### src/rtl/noc_pkt_pkg.sv
// PE NoC packet field layout, node addresses and packet type.
// Shared by the PE depacketizer and the PE packetizer.
package noc_pkt_pkg;

   localparam int TYPE_BIT  = 46;
   localparam int DEST_MSB  = 45;
   localparam int DEST_LSB  = 43;
   localparam int SRC_MSB   = 42;
   localparam int SRC_LSB   = 40;
   localparam int PAYLOAD_W = 40;

   localparam logic [2:0] ADDR_PE0   = 3'b011;
   localparam logic [2:0] ADDR_PE1   = 3'b001;
   localparam logic [2:0] ADDR_PE2   = 3'b000;
   localparam logic [2:0] ADDR_ADDER = 3'b100;

   typedef enum logic {
      PKT_FILT = 1'b0,
      PKT_IFM  = 1'b1
   } pkt_type_e;

   function automatic logic [2:0] pe_addr(input int idx);
      case (idx)
         0:       pe_addr = ADDR_PE0;
         1:       pe_addr = ADDR_PE1;
         default: pe_addr = ADDR_PE2;
      endcase
   endfunction

endpackage

### src/rtl/d_pe_ifm_serializer.sv
// Holds the captured payload and walks it out one activation per
// handshake, element 0 first; done pulses on the last handshake.
module d_pe_ifm_serializer
   import noc_pkt_pkg::*;
#(
   parameter int DWIDTH      = 8,
   parameter int IFM_PER_PKT = 5
) (
   input  logic                 clk,
   input  logic                 rst,
   input  logic                 load,
   input  logic [PAYLOAD_W-1:0] load_payload,
   input  logic                 active,
   input  logic                 ifm_ready,
   output logic                 ifm_valid,
   output logic [DWIDTH-1:0]    ifm_data,
   output logic                 ifm_last,
   output logic                 done,
   output logic [PAYLOAD_W-1:0] payload
);

   localparam int KW = (IFM_PER_PKT > 1) ? $clog2(IFM_PER_PKT) : 1;
   localparam logic [KW-1:0] K_LAST = KW'(IFM_PER_PKT - 1);

   logic [PAYLOAD_W-1:0] payload_q;
   logic [KW-1:0]        k_q;
   logic                 hs;
   logic                 at_last;

   assign hs        = active && ifm_ready;
   assign at_last   = (k_q == K_LAST);
   assign done      = hs && at_last;
   assign ifm_valid = active;
   assign ifm_last  = active && at_last;
   assign payload   = payload_q;

   always_comb begin
      ifm_data = '0;
      if (active)
         ifm_data = payload_q[int'(k_q)*DWIDTH +: DWIDTH];
   end

   always_ff @(posedge clk) begin
      if (rst) begin
         payload_q <= '0;
         k_q       <= '0;
      end else begin
         if (load)
            payload_q <= load_payload;
         if (done)
            k_q <= '0;
         else if (hs)
            k_q <= k_q + 1'b1;
      end
   end

endmodule

### src/rtl/d_pe_depacketizer.sv
// PE NoC receive port: decodes router packets into filter frames or
// activation streams. Optional dest check under DPE_ADDR_CHECK_EN.
module d_pe_depacketizer
   import noc_pkt_pkg::*;
#(
   parameter int DWIDTH      = 8,
   parameter int PWIDTH      = 47,
   parameter int PE_INDEX    = 0,
   parameter int IFM_PER_PKT = 5
) (
   input  logic                clk,
   input  logic                rst,
   input  logic                in_valid,
   output logic                in_ready,
   input  logic [PWIDTH-1:0]   in_pkt,
   output logic                filt_valid,
   input  logic                filt_ready,
   output logic [3*DWIDTH-1:0] filt_data,
   output logic                ifm_valid,
   input  logic                ifm_ready,
   output logic [DWIDTH-1:0]   ifm_data,
   output logic                ifm_last,
   output logic [2:0]          pkt_src,
   output logic                addr_err
);

   typedef enum logic [1:0] {
      IDLE = 2'd0,
      FILT = 2'd1,
      IFM  = 2'd2
   } state_e;

   state_e               state_q, state_d;
   logic                 in_ready_q;
   logic [2:0]           src_q;
   logic                 accept;
   logic                 addr_ok;
   logic                 load;
   logic                 ifm_done;
   logic [PAYLOAD_W-1:0] payload;
   pkt_type_e            pkt_type;
   logic [2:0]           dest;

   assign pkt_type = pkt_type_e'(in_pkt[TYPE_BIT]);
   assign dest     = in_pkt[DEST_MSB:DEST_LSB];
   assign accept   = in_valid && in_ready_q;

`ifdef DPE_ADDR_CHECK_EN
   localparam logic [2:0] THIS_ADDR = pe_addr(PE_INDEX);
   logic addr_err_q;

   assign addr_ok  = (dest == THIS_ADDR);
   assign addr_err = addr_err_q;

   always_ff @(posedge clk) begin
      if (rst)
         addr_err_q <= 1'b0;
      else if (accept && !addr_ok)
         addr_err_q <= 1'b1;
   end
`else
   logic unused_cfg;

   assign addr_ok    = 1'b1;
   assign addr_err   = 1'b0;
   assign unused_cfg = ^{dest, pe_addr(PE_INDEX)};
`endif

   always_comb begin
      state_d = state_q;
      load    = 1'b0;
      unique case (state_q)
         IDLE: begin
            if (accept && addr_ok) begin
               load    = 1'b1;
               state_d = (pkt_type == PKT_IFM) ? IFM : FILT;
            end
         end
         FILT: if (filt_ready) state_d = IDLE;
         IFM:  if (ifm_done)   state_d = IDLE;
         default: state_d = IDLE;
      endcase
   end

   // in_ready mirrors the next state so it is a plain flop output
   always_ff @(posedge clk) begin
      if (rst) begin
         state_q    <= IDLE;
         in_ready_q <= 1'b0;
         src_q      <= '0;
      end else begin
         state_q    <= state_d;
         in_ready_q <= (state_d == IDLE);
         if (load)
            src_q <= in_pkt[SRC_MSB:SRC_LSB];
      end
   end

   d_pe_ifm_serializer #(
      .DWIDTH      (DWIDTH),
      .IFM_PER_PKT (IFM_PER_PKT)
   ) u_ser (
      .clk          (clk),
      .rst          (rst),
      .load         (load),
      .load_payload (in_pkt[PAYLOAD_W-1:0]),
      .active       (state_q == IFM),
      .ifm_ready    (ifm_ready),
      .ifm_valid    (ifm_valid),
      .ifm_data     (ifm_data),
      .ifm_last     (ifm_last),
      .done         (ifm_done),
      .payload      (payload)
   );

   logic unused_payload;

   assign in_ready       = in_ready_q;
   assign pkt_src        = src_q;
   assign filt_valid     = (state_q == FILT);
   assign filt_data      = filt_valid ? payload[3*DWIDTH-1:0] : '0;
   assign unused_payload = ^payload[PAYLOAD_W-1:3*DWIDTH];

endmodule

### config.mk
export PLATFORM = sky130hd
export DESIGN_NAME = d_pe_depacketizer
export DESIGN_NICKNAME = d
export VERILOG_FILES = /design/src/rtl/noc_pkt_pkg.sv /design/src/rtl/d_pe_ifm_serializer.sv /design/src/rtl/d_pe_depacketizer.sv
export SDC_FILE = /design/constraint.sdc
export NUM_CORES = 1
export LEC_CHECK = 0
export BUFFER_PORTS_ARGS = -buffer_cell sky130_fd_sc_hd__buf_2
export CAP_MARGIN = 10
export CORE_AREA = 3 3 73 75
export DETAILED_ROUTE_END_ITERATION = 8
export DIE_AREA = 0 0 76 78
export PLACE_DENSITY = 0.79
export SLEW_MARGIN = 20
export SYNTH_ARGS = -nofsm -noshare
export SYNTH_HDL_FRONTEND = slang
export SYNTH_SLANG_ARGS = --single-unit
### constraint.sdc
create_clock -name clk -period 2.1 [get_ports clk]
set_input_delay 0.21 -clock clk [delete_from_list [all_inputs] [get_ports clk]]
set_output_delay 0.21 -clock clk [all_outputs]
set_load 0.1 [all_outputs]
==> results of run 1 <==
final timing paths:
kind,start,to,slack [ns],cells past startpoint
worst min-delay path,in_pkt[16],u_ser.payload[16]$_SDFFE_PP0P_,0.13,3
worst min register to register,pkt_src[2]$_SDFFE_PP0P_,pkt_src[2]$_SDFFE_PP0P_,0.46,2
worst max-delay path,u_ser.k_q[0]$_SDFFE_PP0P_,ifm_data[4],0.05,4
worst max register to register,state_q[0]$_SDFF_PP0_,u_ser.payload[23]$_SDFFE_PP0P_,0.61,4
final cells by class:
class	instances	share of cell area
multi-input combinational	239	0.377
sequential	49	0.288
timing repair buffer	97	0.273
clock buffer	7	0.0253
tap	67	0.0246
clock inverter	1	0.00882
inverter	3	0.00331
cells in the mapped netlist (2+ instances only):
master / instances
sky130_fd_sc_hd__buf_2: 10
sky130_fd_sc_hd__nor2_1: 2
sky130_fd_sc_hd__mux2_2: 8
sky130_fd_sc_hd__nand2_1: 99
sky130_fd_sc_hd__buf_4: 6
sky130_fd_sc_hd__and3_1: 2
sky130_fd_sc_hd__inv_1: 3
sky130_fd_sc_hd__and2_1: 24
sky130_fd_sc_hd__dfxtp_1: 49
sky130_fd_sc_hd__a21oi_1: 64
sky130_fd_sc_hd__nand2b_1: 16
sky130_fd_sc_hd__nor2b_1: 2
sky130_fd_sc_hd__clkbuf_1: 8
sky130_fd_sc_hd__nand4_1: 2
sky130_fd_sc_hd__ha_1: 2
sky130_fd_sc_hd__buf_6: 2
sky130_fd_sc_hd__o221a_2: 8
metrics by stage:
stage | hold WS, ns | power (mW) | setup slack, ns | instances | utilization
2_1_floorplan | 0.346 | 1.26 | 0.118 | 318 | -
3_3_place_gp | 0.441 | 1.36 | 0.404 | 455 | 0.693
3_5_place_dp | 0.447 | 1.38 | 0.375 | 455 | 0.693
4_1_cts | 0.129 | 2.06 | 0.0491 | 463 | 0.718
5_1_grt | 0.134 | 2.14 | 0.00410 | 463 | 0.721
6_report | 0.132 | 2.05 | 0.0513 | 463 | 0.721
layer usage:
metal / global-route usage / share of wire / vias to the layer above
met2: 0.362 / 0.51 / 78
met4: 0.0562 / 0.016 / 0
li1: - / - / 1199
met1: 0.267 / 0.41 / 1122
met5: 0 / 0 / -
met3: 0.0557 / 0.068 / 9
kinds of logic (layout without fill, tap and decap cells):
group	Yosys count	count (layout)	share of synthesized area
flip-flops	49	49	0.407
multiplexers	8	8	0.0374
AND/OR/NAND/NOR	154	154	0.300
buffers and inverters	30	108	0.0675
adder cells (fa/ha/maj)	2	2	0.0104
other	1	1	0.00156
AO/OA/AOI/OAI	74	74	0.176
tightest hold or removal path, delay by kind of cell:
family          cells  cell delay (ns)
simple gates        1             0.04
compound gates      1             0.05
buf+inv             1             0.09
power by group:
part | switching [mW] | leakage, nW | internal (mW) | total [mW]
Combinational | 0.220 | 0.911 | 0.123 | 0.343
Sequential | 0.0344 | 0.400 | 0.977 | 1.01
Clock | 0.303 | 0.0585 | 0.388 | 0.691
cell usage in the layout, fill, tap and decap left out, types with 3 or more instances in the layout:
cell | synthesis | layout
sky130_fd_sc_hd__and2_1 | 24 | 15
sky130_fd_sc_hd__inv_1 | 3 | 3
sky130_fd_sc_hd__buf_12 | 0 | 27
sky130_fd_sc_hd__nand2b_1 | 16 | 16
sky130_fd_sc_hd__nand2_1 | 99 | 99
sky130_fd_sc_hd__mux2_2 | 8 | 8
sky130_fd_sc_hd__clkbuf_4 | 0 | 6
sky130_fd_sc_hd__clkbuf_8 | 0 | 6
sky130_fd_sc_hd__o221a_2 | 8 | 8
sky130_fd_sc_hd__a21oi_1 | 64 | 64
sky130_fd_sc_hd__dfxtp_1 | 49 | 48
sky130_fd_sc_hd__and2_2 | 0 | 9
sky130_fd_sc_hd__buf_2 | 10 | 55
sky130_fd_sc_hd__buf_4 | 6 | 9
registers in the layout (all words and copies together), names as in the netlist:
signal / count
in_ready: 1
pkt_src: 3
state_q: 2
u_ser.k_q: 3
u_ser.payload: 40
==> impl_metrics.json, run 1 <==
{
  "ctsHoldBuffers": 0,
  "firstDrtPassIters": 4,
  "setup_tns_ns": 0,
  "slowest_delay_ns": 0.38,
  "setup.worst_path.class": "reg2out",
  "antenna_violations_before_repair": 0,
  "finalClockSkew_ns": 0.00746,
  "buffer_type_at_the_clock_tree_root": "sky130_fd_sc_hd__clkbuf_8",
  "tritoncts.num_buffers": 5,
  "critical_path.cell_chain": "buf_4 > mux2_2 > o221a_2 > buf_2",
  "final-seq-area_um2": 982,
  "post_route_cells_drive_above_1_share": 0.338,
  "worstHoldPathType": "in2reg",
  "path_max_fanout": 18,
  "drt_iter0_drc": 138,
  "drt-vias-per-instance": 5.20,
  "floorplan.die.height_um": 78,
  "post_cts_buffers": 0,
  "synth_cell_types": 28,
  "share_of_the_synthesized_area_in_the_top_cell_type": 0.407,
  "grt_start_max_net_pins": 31,
  "tightest_slew_ns": 0.565,
  "core_area_mm2": 0.00472,
  "portBuffers": 87,
  "finalMaxSlewViolations": 0,
  "layout_min_cycle_time_ns": 2.05,
  "ioPinCount": 92,
  "std_cell_rows": 25,
  "netlist_instances": 318,
  "clkSlewWorstSetupHoldPaths_ns": 0.09,
  "fmax_mhz": 488,
  "multiInputGateArea_mm2": 0.00128,
  "hold_viol": 0,
  "synth_seq_area_share": 0.407,
  "data_arrival_time_of_the_critical_path_ns": 1.84,
  "width_of_the_die_um": 76,
  "final_net_count": 449,
  "floorplan.die_area_mm2": 0.00593,
  "flops_latches_synth": 49,
  "power_per_unit_of_standard_cell_area_mw_per_mm2": 601,
  "drc_errors": 0,
  "via_count": 2408,
  "postSynthAreaPerCell_um2": 7.58,
  "clock_latency_ns": 0.30,
  "antenna_cells_inserted": 0,
  "global_placement_routability_congestion": 0.846,
  "setup.worst_path.start_class": "register",
  "antenna_left": 0,
  "cp_top_family": "buffers and inverters",
  "cell_leakage_power_nw": 1.37,
  "worst_vdd_rail_ir_drop_v": 0.000430,
  "rsz0062_at_grt": "false",
  "yosysWarningCount": 0,
  "cts_buffer_depth": 2,
  "min_period_over_period": 0.976,
  "tritoncts": "built",
  "synth_area_leader_cell": "sky130_fd_sc_hd__dfxtp_1",
  "critPathSlowestCell": "sky130_fd_sc_hd__mux2_2",
  "fillCellCount": 362,
  "wirelength_um": 6310,
  "worstSetupEndpointType": "primary output",
  "synth_flop_cell": "sky130_fd_sc_hd__dfxtp_1",
  "cp.required_ns": 1.89,
  "placedInstanceArea_mm2": 0.00327,
  "netlist_area_mm2": 0.00241,
  "remaining_global_route_overflow": 0,
  "design_area_mm2": 0.00341,
  "first_global_vias": 2195,
  "wl_per_cell_um": 13.6,
  "clock-sinks": 49,
  "setup_viol_count_final": 0,
  "track_usage": 0.212,
  "cts_resized": 0,
  "hpwl_um": 4660,
  "timing.max_slew.rel_slack": 0.623,
  "ys_async_sr_fraction": 0,
  "run_status": "finished clean",
  "post_synth_edffs": 0,
  "area.growth.synth_to_final_pct": 41.3,
  "htree_num_levels": 2,
  "yosys-top-cells-area": "sky130_fd_sc_hd__dfxtp_1 41%, sky130_fd_sc_hd__nand2_1 15%, sky130_fd_sc_hd__a21oi_1 13%",
  "synth.net_count": 372,
  "initial_util": 0.510,
  "drv.max_cap_violation_count": 0,
  "grt_first_pass_wirelength_um": 10200,
  "cp.buffers_inverters": 2
}
Note: power is estimated with default switching activity, not from simulation.
==> run 2, diff against run 1 <==
ABC_CLOCK_PERIOD_IN_PS = 2100   (was unset)
CORE_AREA = 3 3 94 96   (was 3 3 73 75)
DIE_AREA = 0 0 97 99   (was 0 0 76 78)
PLACE_DENSITY = 0.51   (was 0.79)
==> run 2 against run 1 <==
  * Register-to-register slack improved by 0.02 ns
  * Core utilization decreased by 30 points
  * Global-route usage decreased by 7.4 points
  * Fmax increased by 3.0%
  * Critical endpoint is now ifm_data[3]
==> impl_metrics.json, run 2 (synthesis results as in run 1) <==
{
  "drt-vias-per-instance": 4.63,
  "firstDrtPassIters": 5,
  "antenna_cells_inserted": 0,
  "post_route_cells_drive_above_1_share": 0.336,
  "htree_num_levels": 2,
  "timing.max_slew.rel_slack": 0.644,
  "tritoncts": "built",
  "floorplan.die_area_mm2": 0.00960,
  "track_usage": 0.139,
  "run_status": "finished clean",
  "hpwl_um": 5160,
  "final_cell_mix": "99 x sky130_fd_sc_hd__nand2_1, 64 x sky130_fd_sc_hd__a21oi_1, 57 x sky130_fd_sc_hd__buf_2",
  "final_core_util": 0.421,
  "placedInstanceArea_mm2": 0.00333,
  "tightest_slew_ns": 0.533,
  "cell_leakage_power_nw": 1.36,
  "grt_start_max_net_pins": 33,
  "antenna_left": 0,
  "finalClockSkew_ns": 0.00709,
  "wl_per_cell_um": 13.5,
  "worst_vdd_rail_ir_drop_v": 0.000255,
  "setup.worst_path.start_class": "register",
  "data_arrival_time_of_the_critical_path_ns": 1.78,
  "setup.worst_path.class": "reg2out",
  "setup_viol_count_final": 0,
  "largest_register_ff_count": 40,
  "clock-sinks": 49,
  "worst_setup_path_startpoint": "u_ser.k_q[0]$_SDFFE_PP0P_",
  "area.growth.synth_to_final_pct": 42.2,
  "clock_latency_ns": 0.30,
  "power_per_unit_of_standard_cell_area_mw_per_mm2": 552,
  "path_max_fanout": 27,
  "first_global_vias": 2235,
  "wirelength_um": 6750,
  "critPathSlowestCell": "sky130_fd_sc_hd__mux2_2",
  "hold_viol": 0,
  "layout_min_cycle_time_ns": 1.99,
  "worstSetupEndpointType": "primary output",
  "remaining_global_route_overflow": 0,
  "via_count": 2319,
  "min_period_over_period": 0.947,
  "final_net_count": 449,
  "drc_errors": 0,
  "drt_iter0_drc": 93,
  "cts_buffer_depth": 2,
  "tritoncts.num_buffers": 5,
  "worstHoldPathType": "in2reg",
  "core_area_mm2": 0.00813,
  "antenna_violations_before_repair": 0,
  "grt_first_pass_wirelength_um": 11000,
  "clkSlewWorstSetupHoldPaths_ns": 0.09,
  "buffer_type_at_the_clock_tree_root": "sky130_fd_sc_hd__clkbuf_8",
  "portBuffers": 87,
  "global_placement_routability_congestion": 0.832,
  "setup_tns_ns": 0,
  "floorplan.die.height_um": 99,
  "width_of_the_die_um": 97,
  "cp.required_ns": 1.89,
  "rsz0062_at_grt": "false",
  "slowest_delay_ns": 0.37,
  "final_common_cell": "sky130_fd_sc_hd__nand2_1",
  "drv.max_cap_violation_count": 0,
  "critical_path.reg2reg.startpoint": "state_q[1]$_SDFF_PP0_",
  "finalMaxSlewViolations": 0,
  "std_cell_rows": 33,
  "design_area_mm2": 0.00343,
  "initial_util": 0.296,
  "critical_path.cell_chain": "buf_12 > mux2_2 > o221a_2 > buf_2",
  "fmax_mhz": 503,
  "ioPinCount": 92,
  "min-delay-start": "in_pkt[23]"
}
==> run 2: cell count changes in the layout (fill, tap and decap cells not counted), sizes merged <==
| cell | delta |
|---|---|
| buf | +2 |
| bufinv | -1 |
| clkbuf | -1 |
==> run 2: path summary, 6_finish.rpt <==
path / endpoint / cells past startpoint / slack (ns)
worst max-delay path: ifm_data[3] / 4 / 0.11
worst min-delay path: u_ser.payload[23]$_SDFFE_PP0P_ / 3 / 0.14
worst max register to register: u_ser.payload[32]$_SDFFE_PP0P_ / 4 / 0.63
worst min register to register: pkt_src[2]$_SDFFE_PP0P_ / 2 / 0.45
==> run 2: worst max-delay path, delay by kind of cell, from the launching register on <==
family,cells,cell delay [ns]
buffers and inverters,2,0.47
DFF,1,0.36
muxes,1,0.37
AOI/OAI and AO/OA,1,0.28
==> run 2: layout make-up <==
cell class	count	area [um2]
well taps	105	131
repair buffers	97	936
inverters	3	11.3
clock buffers	8	80.1
multi-input cells	239	1280
fillers	850	4710
flip-flops and latches	49	983
==> run 2: per-stage QoR <==
| stage | setup WS [ns] | total power, mW | hold slack, ns | cells |
|---|---|---|---|---|
| 2_1_floorplan | 0.118 | 1.26 | 0.346 | 318 |
| 3_3_place_gp | 0.374 | 1.38 | 0.442 | 493 |
| 3_5_place_dp | 0.366 | 1.38 | 0.447 | 493 |
| 4_1_cts | 0.0140 | 1.92 | 0.130 | 501 |
| 5_1_grt | 0.0401 | 2.00 | 0.139 | 501 |
| 6_report | 0.111 | 1.89 | 0.141 | 501 |
==> run 2: report_power, final <==
group	switching (mW)	internal (mW)
combinational	0.220	0.125
clock	0.296	0.237
sequential	0.0356	0.977
==> run 2: timing repair <==
action	4_1_cts	5_1_grt
resized for setup	0	6
hold buffers	0	0
setup endpoints to repair	0	9
setup buffers	0	0
==> run 2: metal layers <==
layer / vias up / global-route usage / wire length (um)
li1: 1200 / - / -
met1: 1061 / 0.178 / 3030
met2: 51 / 0.242 / 3380
met3: 7 / 0.0234 / 271
met4: 0 / 0.0356 / 73
met5: - / 0 / 0
